<file path="config.mk">
export PLATFORM = sky130hd
export DESIGN_NAME = if_fetch_unit_flat
export DESIGN_NICKNAME = d
export VERILOG_FILES = /design/src/rtl/if_fetch_unit_if.sv /design/src/rtl/if_fetch_unit.sv /design/src/flat_wrapper.sv
export SDC_FILE = /design/constraint.sdc
export NUM_CORES = 1
export LEC_CHECK = 0
export BUFFER_PORTS_ARGS = -buffer_cell sky130_fd_sc_hd__clkbuf_2
export CORE_MARGIN = 2
export CORE_UTILIZATION = 51
export CTS_BUF_LIST = sky130_fd_sc_hd__clkbuf_16
export DETAILED_ROUTE_END_ITERATION = 10
export PLACE_DENSITY = 0.8
export SETUP_SLACK_MARGIN = 0.3
export SLEW_MARGIN = 25
export SYNTH_ARGS = -nofsm -noshare
export SYNTH_HDL_FRONTEND = slang
export SYNTH_SLANG_ARGS = --single-unit
export TNS_END_PERCENT = 30
</file>
<file path="constraint.sdc">
create_clock -name clk -period 4.1 [get_ports clk]
set_input_delay 0.205 -clock clk [delete_from_list [all_inputs] [get_ports clk]]
set_output_delay 0.205 -clock clk [all_outputs]
set_load 0.02 [all_outputs]
</file>
<file path="src/rtl/if_fetch_unit_if.sv">
// Instruction-memory request/ready bus between the fetch unit and instruction memory.
// The fetch unit drives req/addr; memory returns rdata together with ready.
interface if_fetch_unit_if;
    logic        req;
    logic [31:0] addr;
    logic [31:0] rdata;
    logic        ready;

    modport master (
        output req,
        output addr,
        input  rdata,
        input  ready
    );

    modport slave (
        input  req,
        input  addr,
        output rdata,
        output ready
    );
endinterface

</file>
<file path="src/rtl/if_fetch_unit.sv">
// Fetch stage: owns the architectural PC and the F->D pipeline register.
// Branch delay slot semantics: a redirect never squashes the instruction already in flight.
module if_fetch_unit #(
    parameter logic [31:0] RESET_PC = 32'h0000_3000,
    parameter logic [31:0] IM_BASE  = 32'h0000_3000,
    parameter logic [31:0] IM_LIMIT = 32'h0000_6FFF
) (
    input  logic                    clk,
    input  logic                    reset,
    input  logic                    stall,
    input  logic                    redirect_valid,
    input  logic [31:0]             redirect_pc,
    if_fetch_unit_if.master         imem,
    output logic [31:0]             F_PC,
    output logic [31:0]             D_PC,
    output logic [31:0]             D_instr,
    output logic                    D_valid,
    output logic                    D_adel
);

    typedef enum logic {StRun, StWait} state_e;

    state_e      state_q, state_d;
    logic [31:0] f_pc_q, f_pc_d;
    logic [31:0] d_pc_q, d_pc_d;
    logic [31:0] d_instr_q, d_instr_d;
    logic        d_valid_q, d_valid_d;
    logic        d_adel_q, d_adel_d;
    logic        pend_valid_q, pend_valid_d;
    logic [31:0] pend_pc_q, pend_pc_d;

    logic addr_ok;
    logic done;
    logic advance;

    always_comb begin
        addr_ok = (f_pc_q[1:0] == 2'b00) && (f_pc_q >= IM_BASE) && (f_pc_q <= IM_LIMIT);
        // An illegal address completes immediately without touching memory.
        done    = !addr_ok || imem.ready;
        advance = done && !stall;
    end

    assign imem.req  = addr_ok;
    assign imem.addr = f_pc_q;

    always_comb begin
        state_d = state_q;
        unique case (state_q)
            StRun:   if (addr_ok && !imem.ready) state_d = StWait;
            StWait:  if (imem.ready || !addr_ok) state_d = StRun;
            default: state_d = StRun;
        endcase
    end

    always_comb begin
        f_pc_d       = f_pc_q;
        d_pc_d       = d_pc_q;
        d_instr_d    = d_instr_q;
        d_valid_d    = d_valid_q;
        d_adel_d     = d_adel_q;
        pend_valid_d = pend_valid_q;
        pend_pc_d    = pend_pc_q;

        if (advance) begin
            if (pend_valid_q) begin
                f_pc_d = pend_pc_q;
            end else if (redirect_valid) begin
                f_pc_d = redirect_pc;
            end else begin
                f_pc_d = f_pc_q + 32'd4;
            end
            d_pc_d       = f_pc_q;
            d_instr_d    = addr_ok ? imem.rdata : 32'h0;
            d_adel_d     = !addr_ok;
            d_valid_d    = 1'b1;
            pend_valid_d = 1'b0;
        end else begin
            // Hold the redirect until the delay-slot instruction actually moves into D.
            if (redirect_valid) begin
                pend_valid_d = 1'b1;
                pend_pc_d    = redirect_pc;
            end
            if (!stall) begin
                d_valid_d = 1'b0;
                d_instr_d = 32'h0;
                d_adel_d  = 1'b0;
            end
        end
    end

    always_ff @(posedge clk or posedge reset) begin
        if (reset) begin
            state_q      <= StRun;
            f_pc_q       <= RESET_PC;
            d_pc_q       <= 32'h0;
            d_instr_q    <= 32'h0;
            d_valid_q    <= 1'b0;
            d_adel_q     <= 1'b0;
            pend_valid_q <= 1'b0;
            pend_pc_q    <= 32'h0;
        end else begin
            state_q      <= state_d;
            f_pc_q       <= f_pc_d;
            d_pc_q       <= d_pc_d;
            d_instr_q    <= d_instr_d;
            d_valid_q    <= d_valid_d;
            d_adel_q     <= d_adel_d;
            pend_valid_q <= pend_valid_d;
            pend_pc_q    <= pend_pc_d;
        end
    end

    assign F_PC    = f_pc_q;
    assign D_PC    = d_pc_q;
    assign D_instr = d_instr_q;
    assign D_valid = d_valid_q;
    assign D_adel  = d_adel_q;

endmodule

</file>
<file path="src/flat_wrapper.sv">
// flat-port wrapper written by rule: the top's interface ports become plain ports
module if_fetch_unit_flat 
#(
    parameter logic [31:0] RESET_PC = 32'h0000_3000,
    parameter logic [31:0] IM_BASE  = 32'h0000_3000,
    parameter logic [31:0] IM_LIMIT = 32'h0000_6FFF
)
  (clk, reset, stall, redirect_valid, redirect_pc, F_PC, D_PC, D_instr, D_valid, D_adel, imem_req, imem_addr, imem_rdata, imem_ready);
  if_fetch_unit_if imem_i ();
  input  logic clk;
  input  logic reset;
  input  logic stall;
  input  logic redirect_valid;
  input  logic [31:0] redirect_pc;
  output logic [31:0] F_PC;
  output logic [31:0] D_PC;
  output logic [31:0] D_instr;
  output logic D_valid;
  output logic D_adel;
  output wire logic [$bits(imem_i.req)-1:0] imem_req;
  output wire logic [$bits(imem_i.addr)-1:0] imem_addr;
  input wire logic [$bits(imem_i.rdata)-1:0] imem_rdata;
  input wire logic [$bits(imem_i.ready)-1:0] imem_ready;
  assign imem_req = imem_i.req;
  assign imem_addr = imem_i.addr;
  assign imem_i.rdata = imem_rdata;
  assign imem_i.ready = imem_ready;
  if_fetch_unit #(.RESET_PC(RESET_PC), .IM_BASE(IM_BASE), .IM_LIMIT(IM_LIMIT)) u_core (.clk(clk), .reset(reset), .stall(stall), .redirect_valid(redirect_valid), .redirect_pc(redirect_pc), .imem(imem_i), .F_PC(F_PC), .D_PC(D_PC), .D_instr(D_instr), .D_valid(D_valid), .D_adel(D_adel));
endmodule
</file>
==> results of run 1 <==
sequential cells by signal, indices dropped and copies added, names as in the netlist:
register / cells
u_core.D_adel: 1
u_core.D_valid: 1
u_core.F_PC: 32
u_core.pend_pc_q: 32
u_core.pend_valid_q: 1
u_core.D_instr: 32
u_core.D_PC: 32
routing by layer:
metal,GRT usage,share of wire
met4,0.117,0.027
met3,0.0863,0.099
met2,0.491,0.50
met1,0.320,0.38
met5,0,0
layout by cell type, fill, tap and decap left out, types with 5 or more instances in the layout:
master and instances:
o21ai_0 27, xnor2_1 9, nor2_1 21, mux2_2 31
nand2_1 109, o311ai_0 6, nor4_1 10, a21oi_1 41
and3_1 7, dfrtp_1 129, clkbuf_2 199, nand2b_1 14
clkbuf_16 17, o31ai_1 7, a22o_1 32, o31a_1 8
o21a_1 7, inv_1 10, nand4_1 5, bufinv_16 8
nand3_1 15, buf_4 8, dlygate4sd3_1 22
worst max-delay path, cell delays in order (launching register included):
cell and delay (ps):
dfrtp_1 470, ha_1 250, nand3_1 150, or4_1 800, or3_1 460, a31o_2 260
a32o_1 200
power by group through the flow:
stage / logic, mW / clock network (mW) / registers [mW]
after floorplan: 0.470 / 0 / 1.72
after global placement: 0.785 / 0 / 1.63
after detailed placement: 0.797 / 0 / 1.65
after CTS: 0.819 / 1.85 / 1.63
after global routing: 0.884 / 1.91 / 1.65
final: 0.815 / 1.83 / 1.63
worst paths after layout:
kind	start	to	slack, ps	cells past startpoint
min	imem_rdata[26]	u_core.D_instr[26]	10	2
max	u_core.F_PC[2]	u_core.F_PC[24]	1400	6
max in group asynchronous	reset	u_core.D_PC[25]	2510	4
max reg2reg	u_core.F_PC[2]	u_core.F_PC[24]	1400	6
min in group asynchronous	reset	u_core.D_instr[21]	510	3
min reg2reg	u_core.D_PC[28]	u_core.D_PC[28]	470	2
cell type report:
| class | instances | area [um^2] | area share |
|---|---|---|---|
| clock buffers | 17 | 425 | 0.0520 |
| clock inverters | 15 | 284 | 0.0347 |
| inverters | 11 | 46.3 | 0.00566 |
| multi-input cells | 413 | 2640 | 0.323 |
| flip-flops and latches | 131 | 3280 | 0.401 |
| well taps | 168 | 210 | 0.0257 |
| repair buffers | 230 | 1290 | 0.158 |
kinds of logic (layout without fill, tap and decap cells):
logic type	count (synthesis)	in the layout	share of synthesized area
AO/OA/AOI/OAI	162	162	0.181
XOR/XNOR	11	11	0.0151
adder cells (fa/ha/maj)	2	2	0.00393
buffers and inverters	88	273	0.0736
flip-flops	131	131	0.515
multiplexers	37	37	0.0646
AND/OR/NAND/NOR	201	201	0.147
per-stage QoR:
step | area, um^2 | hold slack [ps] | worst slack [ps] | utilization
4_1_cts | 8150 | 0.0979 | 1240 | 0.673
3_5_place_dp | 7220 | 422 | 1280 | 0.596
2_1_floorplan | 6370 | 334 | 401 | -
6_report | 8180 | 10.6 | 1400 | 0.675
3_3_place_gp | 7220 | 408 | 1420 | 0.596
5_1_grt | 8180 | 10.1 | 1240 | 0.675
==> metrics, run 1 <==
crit path time final=2700 ps; CP Launch Type=flip-flop; H-tree depth=4; power density cells=522 mW/mm^2; RSZ-0062 raised after global routing=false; Worst-Skew Late Latency=420 ps; die width=116 um; Slew @ Worst Pin=852 ps; drt first-iter violations=389; Final Hold Vio Count=0; Vert. Die Dim=116 um; final slew viol count=0; first-pass GRT wire length=29.2 mm; share of layout cells above drive strength 1=0.341; Clock Pin Slew Worst Setup and Hold Paths=60 ps; worst min path class=primary input to flip-flop; EDFF count, synth=0; Final Non-Filler Cells=985; vias in the first global route=5,734; Setup crit end kind=flip-flop; Setup Skew=6.74 ps; Starting Density=0.526; Placer Congestion=0.921; Primary FF master, synth=dfrtp_1; top-count cell post-synth=dfrtp_1; NetSw=1.27 mW; Synth async-reset ratio=1.00; final setup vio count=0; via count=5,683; Resized cells post-CTS=0; Synth top area share=0.506; Cell Int Power=3.00 mW; combinational share of power=0.191; commonest cells in the netlist=dfrtp_1 (129), nand2_1 (109), a21oi_1 (41); Global Route Usage Sum=0.281; CORE AREA=0.0121 mm^2; gr ovfl total=0; die area=0.0134 mm^2; max_cap viols=0; I/O pin count=200; TritonCTS Buffers=17; fillers=998; area leader, netlist=dfrtp_1; arrival time worst endpoint=3010 ps; dpl cells=930; leak pwr=3.97 nW; synth warn=0; crit path kind=flip-flop to flip-flop; syn_area_per_cell=10.1 um^2; Rel. slew slack=0.432; Final Cycle Share=0.659; Post-Syn Area=0.00637 mm^2; Clock Tree Root=clkbuf_16; Post-Route WL=18.5 mm; post-CTS setup buffers=0; Layout area overhead=28.3%; Max Freq=370 MHz; Sw Share=0.297; Layout Nets=875; pin count of the biggest net entering global routing=92; Seq/Total Area, Yosys=0.515; outcome=finished clean; ANT cells=0; ranking of synthesized cells by area=dfrtp_1 (51%), nand2_1 (6.4%), mux2_2 (5.5%), a22o_1 (4.4%), buf_4 (3.8%); post-synthesis register bit count=131; setup_tns=0 ps; Synth Instances=632; CTS sink count=131; DRC=0; hold buffers post-CTS=22; DRT Pass-1 Iters=5; Syn Nets=703; Flop pwr share=0.381; clock share of power=0.428; dpl hpwl=12.1 mm; post-synth cell types=54; Pwr Total=4.27 mW; Max IR drop VDD=0.323 mV; # rows=40; IO buf count=199; clock buffer depth=2; Via density=5.77; Worst Path Required=4410 ps; CTS tree=yes; antenna violations before repair=0; CP max FO=12; post-route ant nets=0; wire length per cell=18.8 um
No activity file was read; power rests on OpenSTA's default activity.
==> run 2: changes to the inputs <==
ABC_AREA = 1   (was default)
CORE_UTILIZATION = 47   (was 51)
PLACE_DENSITY = 0.77   (was 0.8)
clock period = 2.3 ns   (was 4.1 ns; I/O delays follow)
==> run 2 against run 1 <==
Against the previous run:
- flip-flop and latch count unchanged
- via count up 21%
- clock skew up 1.4 ps
- power rose by 64%
- non-clock buffer count increased by 68
- worst hold slack improved by 6.8 ps
==> metrics, run 2 <==
hold depth=3; most frequent cells in the layout=nand2_1 (293), clkbuf_2 (199), dfrtp_1 (129), inv_1 (83), nor2_1 (81); Largest delay share family, worst path=buffers and inverters; CP max stage cell=dfrtp_1; Reg-to-Reg End=u_core.D_PC[14]; R2R depth=8; Vert. Die Dim=124 um; ANT cells=0; Global Route Usage Sum=0.285; CORE AREA=0.0139 mm^2; syn_area_per_cell=7.54 um^2; Worst Hold Launch=redirect_pc[12]; Max Freq=532 MHz; dpl hpwl=14.1 mm; Max IR drop VDD=0.481 mV; first-pass GRT wire length=33.2 mm; CP Launch Type=flip-flop; Clock Tree Root=clkbuf_16; I/O pin count=200; RSZ-0062 raised after global routing=true; Layout Nets=1,209; Syn Nets=964; Via density=5.16; Post-Syn Area=0.00673 mm^2; leak pwr=4.77 nW; outcome=finished clean; Primary FF master, synth=dfrtp_1; ranking of synthesized cells by area=dfrtp_1 (48%), nand2_1 (16%), nor2_1 (4.7%), o21ai_0 (4.6%), inv_1 (4.5%); DRC=0; post-synth cell types=32; CP Buf/Inv Count=3; commonest cells in the netlist=nand2_1 (293), dfrtp_1 (129), nor2_1 (84); post-route ant nets=0; clock buffer depth=2; TritonCTS Buffers=17; top-count cell post-synth=nand2_1; Seq/Total Area, Yosys=0.487; Final Hold Vio Count=0; die area=0.0153 mm^2; drt first-iter violations=711; CTS sink count=131; die width=124 um; gr ovfl total=0; power density cells=779 mW/mm^2; wire length per cell=15.8 um; Setup crit end kind=flip-flop; crit-path cells=inv_1 -> nand3_1 -> nor2_1 -> nand3_2 -> o21ai_4 -> buf_4 -> clkbuf_16 -> o21ai_0; post-synthesis register bit count=131; Synth Instances=893; pin count of the biggest net entering global routing=63; final setup vio count=0; Layout area overhead=33.9%; Rel. slew slack=0.576; setup slack, reg-to-reg=420 ps; EDFF count, synth=0; Pwr Total=7.02 mW; Starting Density=0.483; Placer Congestion=0.905; Setup Skew=8.15 ps; Slew @ Worst Pin=632 ps; via count=6,852; arrival time worst endpoint=2180 ps; hold path endpoint=u_core.pend_pc_q[12]; Synth async-reset ratio=1.00; Final Cycle Share=0.818; Final Non-Filler Cells=1,328; Clock Pin Slew Worst Setup and Hold Paths=50 ps; Worst Path Required=2600 ps; share of layout cells above drive strength 1=0.240; synth warn=0; CTS tree=yes; crit path time final=1880 ps; crit path kind=flip-flop to flip-flop; max_cap viols=0; R2R Path Start=u_core.F_PC[15]; slowest stage delay, CP=470 ps; IO buf count=199; Worst-Skew Late Latency=420 ps; vias in the first global route=6,472; worst min path class=primary input to flip-flop; Synth top area share=0.479; commonest non-fill, non-tap cell in the layout=nand2_1; setup_tns=0 ps; Post-Route WL=21.0 mm; area leader, netlist=dfrtp_1; final slew viol count=0; antenna violations before repair=0; DRT Pass-1 Iters=5; dpl cells=1,231; fillers=1,173; # rows=43; CP max FO=31; H-tree depth=4
## run 2: cell types whose count changed after synthesis, moves of 8 or more
cell      change
nand2_1     +184
inv_1        +69
nor2_1       +63
nand3_1      +39
o21ai_0      +35
a22o_1       -32
mux2_2       -31
o21ai_1      +31
nand2b_1     -14
nor4_1       -10
a21oi_1       -9
o31a_1        -8
## run 2: metrics by stage
stage / hold slack [ps] / setup WS (ps) / area, um^2 / utilization
after floorplan: 258 / 534 / 6740 / -
after global placement: 218 / 390 / 7790 / 0.559
after detailed placement: 235 / 333 / 7790 / 0.559
after CTS: 5.91 / 320 / 8940 / 0.642
after global routing: 13.5 / 279 / 9020 / 0.647
final: 17.4 / 419 / 9020 / 0.647
## run 2: cell families after synthesis
logic type,Yosys count,share of synthesized area
fa+ha+maj,2,0.00372
simple gates,448,0.266
compound gates,150,0.120
buf+inv,154,0.112
mux,1,0.00149
flops,131,0.487
xor+xnor,7,0.00910
## run 2: power breakdown
part | internal, mW | switching, mW | total, mW
clock network | 1.43 | 0.951 | 2.38
logic | 0.648 | 1.18 | 1.83
registers | 2.58 | 0.236 | 2.81
## run 2: area by class of cell
type,count,area [um^2],share of cell area
sequential,131,3280,0.364
multi-input combinational,608,2720,0.301
timing repair buffer,298,1980,0.219
clock buffer,17,425,0.0472
inverter,82,312,0.0345
tap,180,225,0.0250
clock inverter,12,80.1,0.00888
## run 2: routing by layer
layer | vias to the layer above | part of all wire | GRT usage
met2 | 352 | 0.45 | 0.428
met4 | 0 | 0.032 | 0.131
met1 | 3149 | 0.43 | 0.390
met3 | 56 | 0.090 | 0.0723
met5 | - | 0 | 0
li1 | 3295 | - | -
## run 2: worst max path at each step
stage,from,endpoint,depth (start not counted)
after global routing,u_core.F_PC[12],u_core.pend_pc_q[3],10
final,u_core.F_PC[15],u_core.D_PC[14],8
after detailed placement,u_core.F_PC[12],u_core.F_PC[1],10
after floorplan,u_core.F_PC[13],u_core.D_instr[0],9
after global placement,u_core.F_PC[12],u_core.F_PC[26],10
after CTS,u_core.F_PC[12],u_core.F_PC[1],10
## run 2: worst min-delay path, cell delays in order
cell and delay (ps):
clkbuf_2 130, nor2_1 110, a21oi_1 40
## run 2: timing repair
action                                  4_1_cts  5_1_grt
setup buffers                                 0        3
resized for setup                             0       10
hold buffers                                 64        0
endpoints found under the setup margin        0       49
hold endpoints to repair                    192        0
==> run 3: changes to the inputs <==
ABC_AREA = 0   (was 1)
CORE_UTILIZATION = 51   (was 47)
PLACE_DENSITY = 0.8   (was 0.77)
clock period = 1.9 ns   (was 2.3 ns; I/O delays follow)
==> run 3 against run 2 <==
Against the previous run:
- the run now ends with setup timing left
- routed wire length grew 8.0%
- sequential share of layout area down 2.1 points
- design area rose by 6.4%
- flip-flop and latch count stayed put
- clock skew decreased by 1.0 ps
- critical path depth stayed put
- setup slack lost 710 ps
- largest cell class unchanged
- largest power group is now clock
==> metrics, run 3 (synthesis results as in run 1) <==
outcome=finished, violations left; failing checks=setup timing; drt first-iter violations=541; Final Cycle Share=1.15; CP Launch Type=flip-flop; Critical Path Start=u_core.F_PC[22]; Setup Skew=7.11 ps; leak pwr=4.65 nW; Worst Setup EP=u_core.D_instr[0]; crit-path cells=nor4_2 -> nand2_2 -> or3_4 -> buf_6 -> nor3b_4 -> buf_6 -> clkbuf_16 -> a22o_1; Clock Tree Root=clkbuf_16; CORE AREA=0.0121 mm^2; Layout area overhead=50.5%; combinational share of power=0.269; Cell Int Power=6.20 mW; Placer Congestion=0.918; H-tree depth=4; Worst Path Required=2250 ps; vias in the first global route=6,423; met1 WL=8.35 mm; CP Depth=8; CP max FO=8; fillers=730; Post-Route WL=22.7 mm; CTS sink count=131; ANT cells=0; FF+latch area=0.00328 mm^2; die area=0.0134 mm^2; pin count of the biggest net entering global routing=80; TritonCTS Buffers=17; Max IR drop VDD=0.643 mV; Setup crit end kind=flip-flop; share of layout cells above drive strength 1=0.421; antenna violations before repair=0; die width=116 um; Rel. slew slack=0.629; setup_tns=-18,490 ps; I/O pin count=200; CP max stage cell=dfrtp_1; slowest stage delay, CP=410 ps; Worst-Skew Late Latency=430 ps; Max Freq=456 MHz; post-route ant nets=0; crit path kind=flip-flop to flip-flop; crit path time final=2190 ps; commonest non-fill, non-tap cell in the layout=clkbuf_2; DRC=0; power density cells=960 mW/mm^2; dpl hpwl=13.3 mm; Slew @ Worst Pin=551 ps; # rows=40; R2R Path Start=u_core.F_PC[22]; metal2 WL=11.4 mm; fin util=0.792; Reg-to-Reg End=u_core.D_instr[0]; Largest delay share family, worst path=simple AND/OR/NAND/NOR gates; Sw Share=0.326; DRT Pass-1 Iters=6; CTS tree=yes; post-layout worst setup margin=-294 ps; clock share of power=0.366; most frequent CP cell=buf_6; Via density=5.83; max_cap viols=0; Vert. Die Dim=116 um; final slew viol count=0; final setup vio count=130; NetSw=3.00 mW; Final Hold Vio Count=0; CP Buf/Inv Count=3; highest routed layer=met4; area of the multi-input gates=0.00283 mm^2; Flop pwr share=0.365; wire length per cell=20.4 um; clock buffer depth=2; first-pass GRT wire length=33.1 mm; via count=6,491; most frequent cells in the layout=clkbuf_2 (198), dfrtp_1 (126), nand2_1 (106), buf_4 (68), dlygate4sd3_1 (66); IO buf count=199; R2R depth=8; Met3 Wirelength=2.12 mm; Layout Nets=1,003; RSZ-0062 raised after global routing=true; worst min path class=primary input to flip-flop; setup slack, reg-to-reg=-290 ps; arrival time worst endpoint=2550 ps; Global Route Usage Sum=0.323; Clock Pin Slew Worst Setup and Hold Paths=60 ps; Starting Density=0.526; gr ovfl total=0
run 3: cell types whose count changed in the layout (fill, tap and decap cells not counted), sizes merged, moves of 8 or more:
cell    before  now
mux2         0   33
buf         34   89
o21ai       94   27
inv         83   11
nor2        86   21
nand3       55   17
a21oi       32   41
o31a         0    8
nand2      295  109
a22o         0   32
nor4         0   10
nand2b       0   14
run 3: worst min path at each step:
stage | start | to | slack (ps) | cells after the start
2_1_floorplan | imem_rdata[0] | u_core.D_instr[0] | 220 | 1
3_3_place_gp | reset | u_core.pend_pc_q[5] | 210 | 3
3_5_place_dp | reset | u_core.D_PC[3] | 210 | 3
4_1_cts | stall | u_core.D_adel | 180 | 3
5_1_grt | stall | u_core.D_adel | 170 | 3
6_report | stall | u_core.D_adel | 180 | 3
run 3: repair_timing:
action	CTS	global route
resized for setup	35	31
hold endpoints to repair	194	0
endpoints found under the setup margin	132	132
hold buffers	66	0
pin swaps	25	37
gates cloned	0	6
buffers inserted	2	7
run 3: per-stage QoR:
step           setup WS [ps]  power [mW]  hold slack (ps)  cells  area, um^2
2_1_floorplan           -348        4.73              224    632        6400
3_3_place_gp            -218        5.50              214   1000        7850
3_5_place_dp            -292        5.57              212   1000        7850
4_1_cts                 -239        9.07              180   1100        9280
5_1_grt                 -397        9.57              166   1113        9590
6_report                -294        9.21              183   1113        9590
run 3: worst register-to-register path, stage by stage (launching register included):
cell	delay (ps)
dfrtp_1	410
nor4_2	370
nand2_2	150
or3_4	410
buf_6	130
nor3b_4	210
buf_6	150
clkbuf_16	150
a22o_1	150
run 3: routing by layer:
layer,vias to the layer above,GRT usage
met1,3172,0.380
met2,414,0.556
met4,0,0.156
met5,-,0
li1,2832,-
met3,73,0.0785
run 3: power groups by stage:
stage,Sequential [mW],Combinational (mW),Clock (mW)
2_1_floorplan,3.71,1.02,0
3_3_place_gp,3.35,2.14,0
3_5_place_dp,3.37,2.20,0
4_1_cts,3.34,2.36,3.38
5_1_grt,3.39,2.65,3.53
6_report,3.36,2.47,3.37
run 3: cell type report:
type / count / area share
flip-flops and latches: 131 / 0.342
multi-input cells: 413 / 0.295
repair buffers: 358 / 0.272
clock buffers: 17 / 0.0443
well taps: 168 / 0.0219
clock inverters: 15 / 0.0192
inverters: 11 / 0.00496
